File: config.mk
export PLATFORM = sky130hd
export DESIGN_NAME = oam_dma_ctrl
export DESIGN_NICKNAME = d
export VERILOG_FILES = /design/src/rtl/cpu_pkg.sv /design/src/rtl/oam_dma_ctrl.sv
export SDC_FILE = /design/constraint.sdc
export NUM_CORES = 1
export LEC_CHECK = 0
export ABC_AREA = 0
export BUFFER_PORTS_ARGS = -buffer_cell sky130_fd_sc_hd__buf_2
export CAP_MARGIN = 0
export CORE_ASPECT_RATIO = 1.25
export CORE_MARGIN = 3
export CORE_UTILIZATION = 32
export CTS_CLUSTER_DIAMETER = 30
export DETAILED_ROUTE_END_ITERATION = 10
export PLACE_DENSITY = 0.6
export SKIP_LAST_GASP = 1
export SLEW_MARGIN = 15
export SYNTH_ARGS = -nofsm -noshare
export SYNTH_HDL_FRONTEND = slang
export SYNTH_SLANG_ARGS = --single-unit
File: constraint.sdc
create_clock -name clk -period 3.16 [get_ports clk]
set_input_delay 0.158 -clock clk [delete_from_list [all_inputs] [get_ports clk]]
set_output_delay 0.158 -clock clk [all_outputs]
set_load 0.01 [all_outputs]
File: src/rtl/cpu_pkg.sv
// Shared CPU-side types and default widths.
// Used by the OAM DMA controller, control decoder and regfile.
package cpu_pkg;

   localparam int DEF_ADDR_W     = 16;
   localparam int DEF_DATA_W     = 16;
   localparam int DEF_OAM_ADDR_W = 8;

   typedef enum logic [1:0] {
      IDLE,
      XFER,
      LAST
   } dma_state_t;

endpackage

File: src/rtl/oam_dma_ctrl.sv
// Data-memory port arbiter and OAM block-copy engine.
// CPU passes through when idle; engine streams one word per cycle when busy.
module oam_dma_ctrl
   import cpu_pkg::*;
#(
   parameter int ADDR_W     = DEF_ADDR_W,
   parameter int DATA_W     = DEF_DATA_W,
   parameter int OAM_ADDR_W = DEF_OAM_ADDR_W
) (
   input  logic                  clk,
   input  logic                  rst_n,
   input  logic                  dma_start,
   input  logic [ADDR_W-1:0]     dma_src,
   input  logic [OAM_ADDR_W:0]   dma_len,
   input  logic [ADDR_W-1:0]     cpu_addr,
   input  logic [DATA_W-1:0]     cpu_wdata,
   input  logic                  cpu_mem_read,
   input  logic                  cpu_mem_write,
   input  logic [DATA_W-1:0]     mem_rdata,
   output logic [ADDR_W-1:0]     mem_addr,
   output logic [DATA_W-1:0]     mem_wdata,
   output logic                  mem_re,
   output logic                  mem_we,
   output logic [OAM_ADDR_W-1:0] oam_addr,
   output logic [DATA_W-1:0]     oam_wdata,
   output logic                  oam_we,
   output logic                  cpu_stall,
   output logic                  dma_busy,
   output logic                  dma_done
);

   localparam int CW = OAM_ADDR_W + 1;
   localparam logic [CW-1:0] MAX_LEN = CW'(2 ** OAM_ADDR_W);

   dma_state_t        state;
   logic [ADDR_W-1:0] src_q;
   logic [CW-1:0]     len_q;
   logic [CW-1:0]     rd_cnt;
   logic              done_q;
   logic [CW-1:0]     eff_len;

   assign eff_len = (dma_len > MAX_LEN) ? MAX_LEN : dma_len;

   always_ff @(posedge clk or negedge rst_n) begin
      if (!rst_n) begin
         state  <= IDLE;
         src_q  <= '0;
         len_q  <= '0;
         rd_cnt <= '0;
         done_q <= 1'b0;
      end else begin
         done_q <= 1'b0;
         unique case (state)
            IDLE: begin
               if (dma_start && eff_len != '0) begin
                  src_q  <= dma_src;
                  len_q  <= eff_len;
                  rd_cnt <= '0;
                  state  <= XFER;
               end
            end
            XFER: begin
               rd_cnt <= rd_cnt + CW'(1);
               if (rd_cnt == len_q - CW'(1))
                  state <= LAST;
            end
            LAST: begin
               state  <= IDLE;
               done_q <= 1'b1;
            end
            default: state <= IDLE;
         endcase
      end
   end

   // Write side trails the read side by one word: OAM[rd_cnt-1] <= mem_rdata.
   always_comb begin
      mem_addr  = cpu_addr;
      mem_wdata = cpu_wdata;
      mem_re    = cpu_mem_read;
      mem_we    = cpu_mem_write;
      oam_we    = 1'b0;
      oam_addr  = '0;
      oam_wdata = '0;
      if (state != IDLE) begin
         mem_addr  = src_q + ADDR_W'(rd_cnt);
         mem_wdata = '0;
         mem_we    = 1'b0;
         mem_re    = (state == XFER);
         if (rd_cnt != '0) begin
            oam_we    = 1'b1;
            oam_addr  = OAM_ADDR_W'(rd_cnt - CW'(1));
            oam_wdata = mem_rdata;
         end
      end
   end

   assign dma_busy  = (state != IDLE);
   assign cpu_stall = dma_busy;
   assign dma_done  = done_q;

endmodule

==> out/qor_table.md <==
| Result | This run | Unit |
|:---|:---|:---|
| Total detailed-routing wirelength | 7.70 | mm |
| Final period utilization | 89.8 | % |
| Drc violations | 0 | - |
| GRT Max-Usage Layer | met2 | - |
| Kind of start point of the critical path | register | - |
| Yosys synthesis warning count | 0 | - |
| Sequential-to-total area share from yosys stat | 31.6 | % |
| Std-Cell Core Area | 0.00880 | sq mm |
| Static power due to leakage | 1.93 | nW |
| Root cell of the clock tree | sky130_fd_sc_hd__clkbuf_8 | - |
| Detailed placer's ending HPWL | 6.28 | mm |
| Peak VDD IR | 0.464 | mV |
| Initial antenna violation count | 0 | - |
| Area occupied by multi-input gates | 0.00183 | sq mm |
| Arrival time of data at the critical path endpoint | 2.68 | ns |
| Max Cap Violations | 0 | - |
| Clock-pin transition on the worst setup and hold timing paths | 0.08 | ns |
| Count of nets after finishing | 587 | - |
| TritonCTS Buffers | 5 | - |
| Number of endpoints failing setup at the final stage | 0 | - |
| First-pass GRT wire length | 12.7 | mm |
| Resize count post-CTS | 0 | - |
| Status | finished, final reports clean | - |
| Vias in the first global route | 2812 | - |
| Filler cells | 933 | - |
| Total global routing overflow | 0 | - |
| Vias | 2866 | - |
| Area growth from synthesis to layout | 28.4 | % |
| Number of distinct library cell variants in the gate-level netlist after synthesis | 52 | - |
| Worst Reg-to-Reg Cells | 8 | - |
| PD cells | 950 | mW/mm^2 |
| TritonCTS sink count | 37 | - |
| Mean number of vias per cell | 4.65 | - |
| Top flip-flop cell by instance count after synthesis | sky130_fd_sc_hd__dfrtp_1 | - |
| Synth Cell Area | 0.00293 | sq mm |
| Count of antenna-violating nets left after detailed routing | 0 | - |
| Number of pins with negative max-slew slack in the final report | 0 | - |
| Setup repair after global routing missed its margin | no | - |
| Ratio of cells with drive above 1 in the final layout | 33.2 | % |
| Slew at the pin with the worst max-slew slack | 0.858 | ns |
| Inserted Diodes | 0 | - |
| Worst slew slack as a fraction of its limit | 42.6 | % |
| Effective utilization at floorplan | 33.3 | % |
| Post CTS Setup Buffer Count | 0 | - |
| Post-route clock skew | 0.00687 | ns |
| WHS Path Cells | 3 | - |
| Final min period | 2.84 | ns |
| Mean instance size in the synthesized netlist | 7.98 | sq um |
| Largest net degree at the start of global routing | 40 | - |
| Syn Nets | 458 | - |
| Count of buffers from port buffering | 139 | - |
| Die boundary height | 113 | microns |
| # IOs | 140 | - |
| Class of the most critical hold timing path | in -> reg | - |
| CP Class | reg -> out | - |
| DRT iter0 DRCs | 91 | - |
| Met3 track utilization from global routing | 3.46 | % |
| Per-cell routed wire length | 12.5 | microns |
| Flip-flop and latch count after synthesis | 37 | - |
| Number of iterations in the first detailed-routing pass | 4 | - |
| Number of enable-type register cells in the synthesized netlist | 0 | - |
| Crit. End Element | output port | - |
| Number of cell rows | 38 | - |
| Maximum fanout along the worst path | 10 | - |
| Count of mapped cells out of synthesis | 367 | - |
| Overall die width | 91.6 | microns |
| M1 GR Usage | 16.6 | % |
| Met2 GRT Util | 27.9 | % |
| Final total negative setup slack | 0 | ns |
| Total Power | 3.58 | mW |
| Top library cells by usage in the layout, fill and taps aside | sky130_fd_sc_hd__buf_2, sky130_fd_sc_hd__nand2_1, sky130_fd_sc_hd__dfrtp_1 | - |
| Global-route usage over all layers | 14.8 | % |
| Hold Fails Final Rpt | 0 | - |
| Maximum root-to-sink buffer count | 2 | - |
| Clock insertion delay at the later pin of the skew report | 0.29 | ns |
| Fmax | 352 | MHz |
| CTS tree | built | - |
| Gpl congestion | 0.847 | - |
| Register cell area after layout | 926 | sq um |
| Critical path data required time | 3.00 | ns |
| Async set-or-reset flop fraction in the synthesized netlist | 100 | % |
| Count of H-tree levels built during CTS | 2 | - |
| Die Area | 0.0103 | sq mm |
| Commonest non-fill, non-tap cell in the layout | sky130_fd_sc_hd__buf_2 | - |
==> where the power goes <==
| group | leakage (nW) | internal [mW] | switching, mW |
|---|---|---|---|
| sequential | 0.473 | 0.667 | 0.253 |
| combinational | 1.41 | 1.03 | 1.30 |
| clock | 0.0450 | 0.153 | 0.168 |
| total | 1.93 | 1.85 | 1.72 |
==> sequential cells by signal, summed over array words and instances (netlist names) <==
register and cells:
dma_done 1, len_q 9, rd_cnt 9, src_q 16, state 2
==> repair_timing <==
action	in CTS	in global routing
hold endpoints to repair	21	0
hold buffers	1	0
endpoints found under the setup margin	0	0
==> worst max-delay path, cell delays in order (launching register included) <==
cell and delay [ns]:
sky130_fd_sc_hd__dfrtp_1 0.54, sky130_fd_sc_hd__ha_1 0.23, sky130_fd_sc_hd__inv_1 0.05, sky130_fd_sc_hd__fa_1 0.39
sky130_fd_sc_hd__nor2b_1 0.17, sky130_fd_sc_hd__o211ai_1 0.13, sky130_fd_sc_hd__a21oi_1 0.26, sky130_fd_sc_hd__o2111ai_1 0.17
sky130_fd_sc_hd__xor2_1 0.17, sky130_fd_sc_hd__o21ai_0 0.14, sky130_fd_sc_hd__buf_2 0.15
==> cell type report <==
class	count	share of cell area, %
multi-input cells	297	48.8
flip-flops and latches	37	24.6
repair buffers	142	19.2
well taps	120	3.99
clock buffers	6	1.93
inverters	13	1.30
clock inverters	2	0.266
==> per-stage QoR <==
stage	hold WS, ns	instances	area, sq um	utilization, %	setup WS [ns]
3_3_place_gp	0.298	608	3670	41.7	0.690
5_1_grt	0.0587	617	3760	42.8	0.126
6_report	0.0524	617	3760	42.8	0.322
4_1_cts	0.0487	617	3760	42.8	0.290
3_5_place_dp	0.306	608	3670	41.7	0.617
2_1_floorplan	-0.138	367	2930	-	1.00
==> cell families (layout without fill, tap and decap cells) <==
group	after synthesis	after routing	share of synthesized area, %
simple gates	185	185	31.9
compound gates	66	66	14.7
flops	37	37	31.6
buf+inv	33	163	6.06
xor+xnor	32	32	9.56
fa+ha+maj	13	13	5.81
mux	1	1	0.384
==> per-layer routing <==
metal / wire length, microns / vias to the layer above
li1: - / 1487
met1: 3110 / 1291
met2: 3980 / 77
met3: 485 / 11
met4: 123 / 0
met5: 0 / -
==> synth_stat cells, types with 6 or more instances <==
| library cell | number | share of area (%) |
|---|---|---|
| sky130_fd_sc_hd__xnor2_1 | 16 | 4.8 |
| sky130_fd_sc_hd__o21ai_1 | 6 | 1.0 |
| sky130_fd_sc_hd__a21oi_1 | 10 | 1.7 |
| sky130_fd_sc_hd__ha_1 | 12 | 5.1 |
| sky130_fd_sc_hd__nand2_1 | 82 | 11 |
| sky130_fd_sc_hd__clkbuf_1 | 8 | 1.0 |
| sky130_fd_sc_hd__o21ai_0 | 29 | 5.0 |
| sky130_fd_sc_hd__xor2_1 | 16 | 4.8 |
| sky130_fd_sc_hd__inv_1 | 12 | 1.5 |
| sky130_fd_sc_hd__dfrtp_1 | 37 | 32 |
| sky130_fd_sc_hd__nor2_1 | 20 | 2.6 |
| sky130_fd_sc_hd__and2_1 | 34 | 7.3 |
==> worst paths after layout <==
path                       slack (ns)   startpoint      endpoint
max                              0.32    rd_cnt[0]  mem_addr[14]
min                              0.05  dma_src[14]     src_q[14]
max reg2reg                      1.07     len_q[0]      state[0]
min reg2reg                      0.50     src_q[5]      src_q[5]
max in group asynchronous        2.14        rst_n      src_q[0]
min in group asynchronous        0.49        rst_n     src_q[14]
No activity file was read; power rests on OpenSTA's default activity.
